--- src/rtl/ram_bus_arbiter.sv ---
// Shared emulation SRAM owner-select: LOAD/RUN/HALT_WAIT/HALTED sequencing,
// bus mux, CPU RDY/halt handshake and windowed video-RAM write capture.
//
// Ports:
//  clk, rst (sync, active high)
//  load_done, halt_req, phi2 (async to clk)   : sequencing controls
//  cpu_*, flash_*, diag_*                     : the three bus masters
//  ram_addr/din/cs/we out, ram_dout in        : muxed SRAM port
//  cpu_dout, cpu_dout_en, rdy, halted         : CPU pad data and status
//  cfg_sel, win_wr, win_idx, win_start/end    : window table select/program
//  vram_we, vram_waddr, vram_wdata, vram_size : video-RAM write strobe/info
module ram_bus_arbiter #(
  parameter int ADDR_W      = 16,
  parameter int DATA_W      = 8,
  parameter int CFG_W       = 4,
  parameter int VRAM_AW     = 11,
  parameter int MIRROR_ADDR = 59468,
  parameter int MIRROR_OFS  = 1000,
  parameter int SYNC_STAGES = 2
) (
  input  logic              clk,
  input  logic              rst,
  input  logic              load_done,
  input  logic              halt_req,
  input  logic              phi2,
  input  logic [ADDR_W-1:0] cpu_addr,
  input  logic [DATA_W-1:0] cpu_din,
  input  logic              cpu_cs,
  input  logic              cpu_we,
  input  logic [ADDR_W-1:0] flash_addr,
  input  logic [DATA_W-1:0] flash_din,
  input  logic              flash_cs,
  input  logic              flash_we,
  input  logic [ADDR_W-1:0] diag_addr,
  input  logic [DATA_W-1:0] diag_din,
  input  logic              diag_cs,
  input  logic              diag_we,
  output logic [ADDR_W-1:0] ram_addr,
  output logic [DATA_W-1:0] ram_din,
  output logic              ram_cs,
  output logic              ram_we,
  input  logic [DATA_W-1:0] ram_dout,
  output logic [DATA_W-1:0] cpu_dout,
  output logic              cpu_dout_en,
  output logic              rdy,
  output logic              halted,
  input  logic [CFG_W-1:0]  cfg_sel,
  input  logic              win_wr,
  input  logic [CFG_W-1:0]  win_idx,
  input  logic [ADDR_W-1:0] win_start,
  input  logic [ADDR_W-1:0] win_end,
  output logic              vram_we,
  output logic [VRAM_AW-1:0] vram_waddr,
  output logic [DATA_W-1:0] vram_wdata,
  output logic [VRAM_AW-1:0] vram_size
);

  localparam int DEPTH = 1 << CFG_W;
  localparam logic [ADDR_W-1:0] MIR_A = ADDR_W'(MIRROR_ADDR);
  localparam logic [VRAM_AW-1:0] MIR_O = VRAM_AW'(MIRROR_OFS);

  typedef enum logic [1:0] {
    LOAD,
    RUN,
    HALT_WAIT,
    HALTED
  } state_t;

  state_t state_q, state_d;

  // Chain has one extra stage so the last two bits give the edge.
  logic [SYNC_STAGES:0] sync_q;
  logic                 phi2_fall;

  logic [ADDR_W-1:0] tbl_start [DEPTH];
  logic [ADDR_W-1:0] tbl_end   [DEPTH];

  logic [ADDR_W-1:0] cur_start, cur_end;
  logic [ADDR_W-1:0] rel_addr, win_len;
  logic              win_hit, mir_hit, hit;
  logic [VRAM_AW-1:0] hit_ofs;

  assign phi2_fall = sync_q[SYNC_STAGES] & ~sync_q[SYNC_STAGES-1];

  always_comb begin
    state_d = state_q;
    unique case (state_q)
      LOAD:      if (load_done) state_d = RUN;
      RUN:       if (halt_req) state_d = HALT_WAIT;
      // A dropped request beats a simultaneous phi2 fall.
      HALT_WAIT: if (!halt_req) state_d = RUN;
                 else if (phi2_fall) state_d = HALTED;
      HALTED:    if (!halt_req) state_d = RUN;
      default:   state_d = LOAD;
    endcase
  end

  always_comb begin
    ram_addr    = cpu_addr;
    ram_din     = cpu_din;
    ram_cs      = cpu_cs;
    ram_we      = cpu_we;
    cpu_dout    = '0;
    cpu_dout_en = 1'b0;
    unique case (state_q)
      LOAD: begin
        ram_addr = flash_addr;
        ram_din  = flash_din;
        ram_cs   = flash_cs;
        ram_we   = flash_we;
      end
      RUN: begin
        cpu_dout    = ram_dout;
        cpu_dout_en = cpu_cs & ~cpu_we;
      end
      HALTED: begin
        ram_addr = diag_addr;
        ram_din  = diag_din;
        ram_cs   = diag_cs;
        ram_we   = diag_we;
      end
      default: ;
    endcase
  end

  assign cur_start = tbl_start[cfg_sel];
  assign cur_end   = tbl_end[cfg_sel];
  assign rel_addr  = ram_addr - cur_start;
  assign win_len   = cur_end - cur_start;
  assign vram_size = win_len[VRAM_AW-1:0];

  // start>=end can never satisfy both compares, so it is empty.
  assign win_hit = (ram_addr >= cur_start) && (ram_addr < cur_end);
  assign mir_hit = (ram_addr == MIR_A);
  assign hit     = win_hit | mir_hit;
  assign hit_ofs = mir_hit ? MIR_O : rel_addr[VRAM_AW-1:0];

  always_ff @(posedge clk) begin
    if (rst) begin
      state_q    <= LOAD;
      rdy        <= 1'b0;
      halted     <= 1'b0;
      sync_q     <= '0;
      vram_we    <= 1'b0;
      vram_waddr <= '0;
      vram_wdata <= '0;
      for (int i = 0; i < DEPTH; i++) begin
        tbl_start[i] <= '0;
        tbl_end[i]   <= '0;
      end
    end else begin
      state_q    <= state_d;
      rdy        <= (state_d == RUN);
      halted     <= (state_d == HALTED);
      sync_q     <= {sync_q[SYNC_STAGES-1:0], phi2};
      vram_we    <= hit & ram_cs & ram_we;
      vram_waddr <= hit_ofs;
      vram_wdata <= ram_din;
      if (win_wr) begin
        tbl_start[win_idx] <= win_start;
        tbl_end[win_idx]   <= win_end;
      end
    end
  end

endmodule

--- config.mk ---
export PLATFORM = sky130hd
export DESIGN_NAME = ram_bus_arbiter
export DESIGN_NICKNAME = d
export VERILOG_FILES = /design/src/rtl/ram_bus_arbiter.sv
export SDC_FILE = /design/constraint.sdc
export NUM_CORES = 1
export LEC_CHECK = 0
export ABC_CLOCK_PERIOD_IN_PS = 8900
export BUFFER_PORTS_ARGS = -buffer_cell sky130_fd_sc_hd__buf_4
export CORE_ASPECT_RATIO = 0.75
export CORE_UTILIZATION = 60
export CTS_CLUSTER_SIZE = 24
export DETAILED_ROUTE_END_ITERATION = 8
export GPL_TIMING_DRIVEN = 0
export PLACE_DENSITY_LB_ADDON = 0.08
export SYNTH_ARGS = -nofsm -noshare
export SYNTH_HDL_FRONTEND = slang
export SYNTH_SLANG_ARGS = --single-unit
--- constraint.sdc ---
create_clock -name clk -period 8.9 [get_ports clk]
set_input_delay 0.445 -clock clk [delete_from_list [all_inputs] [get_ports clk]]
set_output_delay 0.445 -clock clk [all_outputs]
set_load 0.02 [all_outputs]
==> flow_metrics.env, run 1 <==
export IMPL_synth_nets=1912
export IMPL_maxSlewViolCount=0
export IMPL_placed_cells=2499
export IMPL_grt_first_pass_wirelength_mm=107.4
export IMPL_synth_area_per_cell_um2=14.84
export IMPL_clock_path_buffers=3
export IMPL_vias=16290
export IMPL_gp_congestion=0.9071
export IMPL_rows=65
export IMPL_cp_max_fo=10
export IMPL_synth_cell_area_um2=25720
export IMPL_wl_per_cell_um=29.16
export IMPL_clock_fmax_ghz=0.1391
export IMPL_slew_headroom_pct=10.85
export IMPL_finalSetupViolCount=0
export IMPL_die_w_um=241.1
export IMPL_path_clk_slew_ns=0.06
export IMPL_rsz0062_at_grt="no"
export IMPL_status="finished clean"
export IMPL_top_usage_layer="met2"
export IMPL_ctsResizeCount=0
export IMPL_crit_type="input port to output pin"
export IMPL_cts_tree="built"
export IMPL_met1_usage_pct=49.33
export IMPL_antenna_found_initial=6
export IMPL_hp_class="input port to flop"
export IMPL_final_common_cell="and2_1"
export IMPL_fill_cells=2870
export IMPL_use_met3_pct=9.840
export IMPL_leakagePower_nw=10.84
export IMPL_final_hold_viol_count=0
export IMPL_regToRegSetupSlack_ns=4.66
export IMPL_first_pass_iters=6
export IMPL_cts_buffers=51
export IMPL_die_area_um2=43710
export IMPL_root_buffer="clkbuf_16"
export IMPL_p_per_area_nw_per_um2=212.2
export IMPL_layout_min_cycle_time_ns=7.189
export IMPL_holdBufCountCts=0
export IMPL_drive_gt1_share_pct=22.48
export IMPL_synthFlopType="edfxtp_1"
export IMPL_grt_start_max_net_pins=33
export IMPL_max_vdd_ir_drop_v=0.0001494
export IMPL_initial_core_util_pct=61.05
export IMPL_mostFrequentLayoutCells="521 x and2_1, 512 x edfxtp_1, 197 x buf_4"
export IMPL_antenna_left=0
export IMPL_syn2layout_area_growth_pct=14.66
export IMPL_cp_arrival_ns=6.74
export IMPL_critPathRequiredTime_ns=8.46
export IMPL_viasPerCell=6.274
export IMPL_drt_initial_drc_count=2216
export IMPL_met2_usage_pct=53.16
export IMPL_worst_pin_slew_ns=1.337
export IMPL_track_usage_pct=35.37
export IMPL_final_cells=2596
export IMPL_synth_cell_types=49
export IMPL_grt_overflow=0
export IMPL_synth_warnings=0
export IMPL_max_cap_viol_count=0
export IMPL_hpwl_mm=49.39
export IMPL_yosys_register_bits=539
export IMPL_startpoint_type="input port"
export IMPL_clock_skew_ns=0.01318
export IMPL_io_pins=200
export IMPL_post_route_period_util_pct=80.78
export IMPL_cts_sinks=539
export IMPL_port_buffers=197
export IMPL_postCtsSetupRepairBufs=0
export IMPL_synth_seq_area_share_pct=61.88
export IMPL_insertion_delay_ns=0.59
export IMPL_syn_inst=1733
export IMPL_hold_slack_ns=0.06828
export IMPL_nNetsFinal=2162
export IMPL_htree_levels=2
export IMPL_drc=0
export IMPL_fp_dieH_um=181.3
export IMPL_synthArstFlopShare_pct=0
export IMPL_core_area_um2=42130
export IMPL_grt_pass1_vias=15940
export IMPL_setup_tns_ns=0
export IMPL_drt_total_wl_mm=75.69
export IMPL_synth_enable_flop_cells=512
export IMPL_endpoint_kind="output pin"
cell usage after synthesis, types with 11 or more instances:
cell type / instances / share of area, %
or2_2: 16 / 0.39
o21ai_0: 40 / 0.78
inv_1: 51 / 0.74
buf_2: 11 / 0.21
and2_1: 521 / 13
dfxtp_1: 27 / 2.1
mux4_2: 157 / 14
nor2b_1: 19 / 0.46
nand2_1: 41 / 0.60
a21oi_1: 19 / 0.37
edfxtp_1: 512 / 60
nor2_1: 35 / 0.51
a22oi_1: 23 / 0.67
ha_1: 45 / 2.2
clkbuf_1: 111 / 1.6
routing by layer:
| layer | routed length [µm] | vias up |
|---|---|---|
| met5 | 0 | - |
| met4 | 3068 | 0 |
| met3 | 9888 | 202 |
| met2 | 33790 | 1152 |
| met1 | 28940 | 8071 |
| li1 | - | 6862 |
power breakdown:
group | internal [mW] | switching, mW
clock | 1.15 | 0.969
sequential | 2.94 | 0.0458
combinational | 0.455 | 0.698
stage by stage:
| stage | power, mW | setup slack (ns) | cell area, µm² | util, % |
|---|---|---|---|---|
| after detailed placement | 4.170 | 1.872 | 27910 | 66.25 |
| after floorplan | 3.683 | 3.783 | 25720 | - |
| after CTS | 6.232 | 1.868 | 29480 | 69.98 |
| final | 6.259 | 1.711 | 29490 | 70.00 |
| after global routing | 6.422 | 1.586 | 29490 | 70.00 |
| after global placement | 4.146 | 1.943 | 27910 | 66.25 |
kinds of logic (layout without fill, tap and decap cells):
| group | after synthesis | after routing | share of synthesized area, % |
|---|---|---|---|
| simple gates | 672 | 672 | 15.57 |
| flops | 539 | 539 | 61.88 |
| buf+inv | 184 | 475 | 2.768 |
| mux | 160 | 160 | 14.05 |
| compound gates | 112 | 112 | 2.719 |
| fa+ha+maj | 50 | 50 | 2.471 |
| xor+xnor | 16 | 16 | 0.5448 |
| other cells | 0 | 3 | 0 |
critical path, stage by stage:
cell and delay (ns):
clkbuf_1 0.31, buf_2 0.44, buf_2 0.28, buf_1 0.74, clkbuf_1 0.84, mux4_2 0.44
mux4_2 0.61, inv_1 0.19, ha_1 0.28, a21boi_0 0.16, o21ai_0 0.23, a21boi_0 0.17
o21ai_0 0.32, nand2_1 0.14, o311ai_0 0.83, buf_4 0.29
worst paths after layout:
kind,end,depth (start not counted),startpoint
worst max-delay path,vram_size[9],16,cfg_sel[1]
worst min register to register,sync_q[1],1,sync_q[0]
worst min-delay path,sync_q[0],2,phi2
worst max register to register,vram_we,13,state_q[1]
registers in the layout (all words and copies together) (netlist names):
| name | count |
|---|---|
| tbl_end | 256 |
| tbl_start | 256 |
| vram_waddr | 11 |
| vram_wdata | 8 |
| sync_q | 3 |
| state_q | 2 |
| halted | 1 |
| rdy | 1 |
| vram_we | 1 |
final cells by class:
type                            count  area, µm²  area share [%]
Multi-Input combinational cell   1010       9094           30.84
Buffer                            133      521.8           1.769
Clock inverter                     24      181.4          0.6152
Clock buffer                       70       1389           4.709
Tap cell                          569      711.9           2.414
Sequential cell                   539      15920           53.97
Inverter                           51      191.4          0.6491
Timing Repair Buffer              197       1479           5.015
Antenna cell                        3      7.507         0.02546
(Power assumes the default switching activity.)
==> inputs of run 2 (changes only) <==
Settings changed: ABC_CLOCK_PERIOD_IN_PS 8900 to 6500, CORE_UTILIZATION 60 to 55.
Clock period 8.9 ns to 6.5 ns, I/O delays scaled along.
==> run 2 against run 1 <==
- the flow now finishes with violations (max-capacitance violations, max-slew violations)
- power is 36% higher
- non-clock buffer count is 2 higher
- combinational power is 37% higher
- sequential power is 37% higher
- design area is 0.39% higher
- sequential share of layout area is 0.21 points lower
- cell count is 2.5% higher
- clock power is 35% higher
- wire length is 2.5% higher
==> flow_metrics.env, run 2 (same netlist as run 1, synthesis figures left out) <==
export IMPL_status="finished, violations left"
export IMPL_violations="max-capacitance violations, max-slew violations"
export IMPL_die_area_um2=47640
export IMPL_slew_headroom_pct=-0.2748
export IMPL_path_cells="clkbuf_1, buf_2, buf_2, buf_1, clkbuf_2, mux4_2, mux4_2, ha_1, fa_1, nor2b_1, o21ai_0, a21boi_0, o21ai_0, nand2b_1, a31oi_1, o21ai_0, xnor2_1, buf_4"
export IMPL_critPathBufInv=6
export IMPL_mostFrequentLayoutCells="521 x and2_1, 512 x edfxtp_1, 197 x buf_4"
export IMPL_endpoint_kind="output pin"
export IMPL_grt_overflow=0
export IMPL_port_buffers=197
export IMPL_seq_area_um2=15920
export IMPL_cts_buffers=52
export IMPL_cts_sinks=539
export IMPL_path_clk_slew_ns=0.07
export IMPL_grt_first_pass_wirelength_mm=109.8
export IMPL_worst_pin_slew_ns=1.493
export IMPL_syn2layout_area_growth_pct=15.10
export IMPL_cts_tree="built"
export IMPL_drt_initial_drc_count=2204
export IMPL_clock_fmax_ghz=0.1593
export IMPL_final_common_cell="and2_1"
export IMPL_core_area_um2=46110
export IMPL_cp_max_fo=10
export IMPL_layout_min_cycle_time_ns=6.279
export IMPL_largestRegisters="tbl_end (256), tbl_start (256), vram_waddr (11)"
export IMPL_wl_per_cell_um=29.18
export IMPL_placed_cells=2560
export IMPL_setup_tns_ns=0
export IMPL_grt_start_max_net_pins=33
export IMPL_postCtsSetupRepairBufs=0
export IMPL_finalSetupViolCount=0
export IMPL_final_util_pct=64.20
export IMPL_hold_slack_ns=0.02761
export IMPL_gp_congestion=0.8835
export IMPL_rsz0062_at_grt="no"
export IMPL_max_vdd_ir_drop_v=0.0002553
export IMPL_post_route_period_util_pct=96.61
export IMPL_root_buffer="clkbuf_16"
export IMPL_crit_top_cell="o21ai_0"
export IMPL_multi_input_area_um2=9101
export IMPL_die_w_um=251.7
export IMPL_p_per_area_nw_per_um2=288.3
export IMPL_final_cells=2660
export IMPL_rows=68
export IMPL_drc=0
export IMPL_vias=16500
export IMPL_clock_path_buffers=3
export IMPL_antenna_left=0
export IMPL_drt_total_wl_mm=77.62
export IMPL_crit_family="buffers and inverters"
export IMPL_cp_slowest_cell="buf_1"
export IMPL_crit_type="input port to output pin"
export IMPL_startpoint_type="input port"
export IMPL_critPathRequiredTime_ns=6.17
export IMPL_hp_class="input port to flop"
export IMPL_setup_ws_ns=0.2207
export IMPL_leakagePower_nw=10.86
export IMPL_track_usage_pct=32.98
export IMPL_max_cap_viol_count=1
export IMPL_place_ws_ns=-0.5692
export IMPL_cp_slowest_stage_delay_ns=0.74
export IMPL_grt_pass1_vias=15840
export IMPL_initial_core_util_pct=55.78
export IMPL_antenna_found_initial=5
export IMPL_io_pins=200
export IMPL_drive_gt1_share_pct=22.49
export IMPL_fill_cells=3454
export IMPL_first_pass_iters=6
export IMPL_insertion_delay_ns=0.62
export IMPL_cp_arrival_ns=5.95
export IMPL_nNetsFinal=2165
export IMPL_final_hold_viol_count=0
export IMPL_hpwl_mm=50.17
export IMPL_viasPerCell=6.203
export IMPL_clock_skew_ns=0.02273
export IMPL_htree_levels=2
export IMPL_fp_dieH_um=189.3
export IMPL_maxSlewViolCount=1
-- run 2: cell count changes in the layout (fill, tap and decap cells not counted), sizes merged --
cell / before / now
clkbuf: 182 / 176
clkinvlp: 1 / 2
dlygate4sd3: 0 / 1
clkdlybuf4s15: 0 / 1
diode: 3 / 2
buf: 218 / 217
clkinv: 19 / 27
-- run 2: final cells by class --
class | instances | area share [%]
multi-input combinational | 1010 | 30.74
antenna | 2 | 0.01691
buffer | 133 | 1.792
timing repair buffer | 199 | 5.122
tap | 630 | 2.663
clock inverter | 33 | 0.7227
clock buffer | 63 | 4.535
inverter | 51 | 0.6466
sequential | 539 | 53.76
-- run 2: metrics by stage --
stage / total power [mW] / area [µm²]
floorplan: 5.043 / 25720
global placement: 5.680 / 27990
detailed placement: 5.709 / 27990
CTS: 8.519 / 29560
global route: 8.768 / 29600
finish: 8.534 / 29600
-- run 2: worst paths after layout --
kind / slack, ns / cells after the start / startpoint / endpoint
max: 0.22 / 18 / cfg_sel[1] / vram_size[10]
max reg2reg: 2.43 / 13 / state_q[1] / vram_we
min: 0.03 / 2 / win_start[1] / tbl_start[2][1]
min reg2reg: 0.45 / 1 / sync_q[0] / sync_q[1]
-- run 2: routing by layer --
| layer | track usage, % | part of all wire [%] | up-vias | wire length, µm |
|---|---|---|---|---|
| li1 | - | - | 6854 | - |
| met1 | 47.21 | 40 | 8373 | 31340 |
| met2 | 49.98 | 45 | 1094 | 34800 |
| met3 | 7.534 | 11 | 178 | 8916 |
| met4 | 11.73 | 3.3 | 0 | 2566 |
| met5 | 0 | 0 | - | 0 |
-- run 2: what timing repair did --
item | 4_1_cts | 5_1_grt
hold buffers | 1 | 0
pin swaps | 0 | 0
endpoints found under the setup margin | 1 | 3
hold endpoints to repair | 1 | 0
gates resized for setup | 2 | 4
-- run 2: power by group --
group	switching [mW]	internal, mW
registers	0.0628	4.03
logic	0.948	0.627
clock network	1.32	1.55
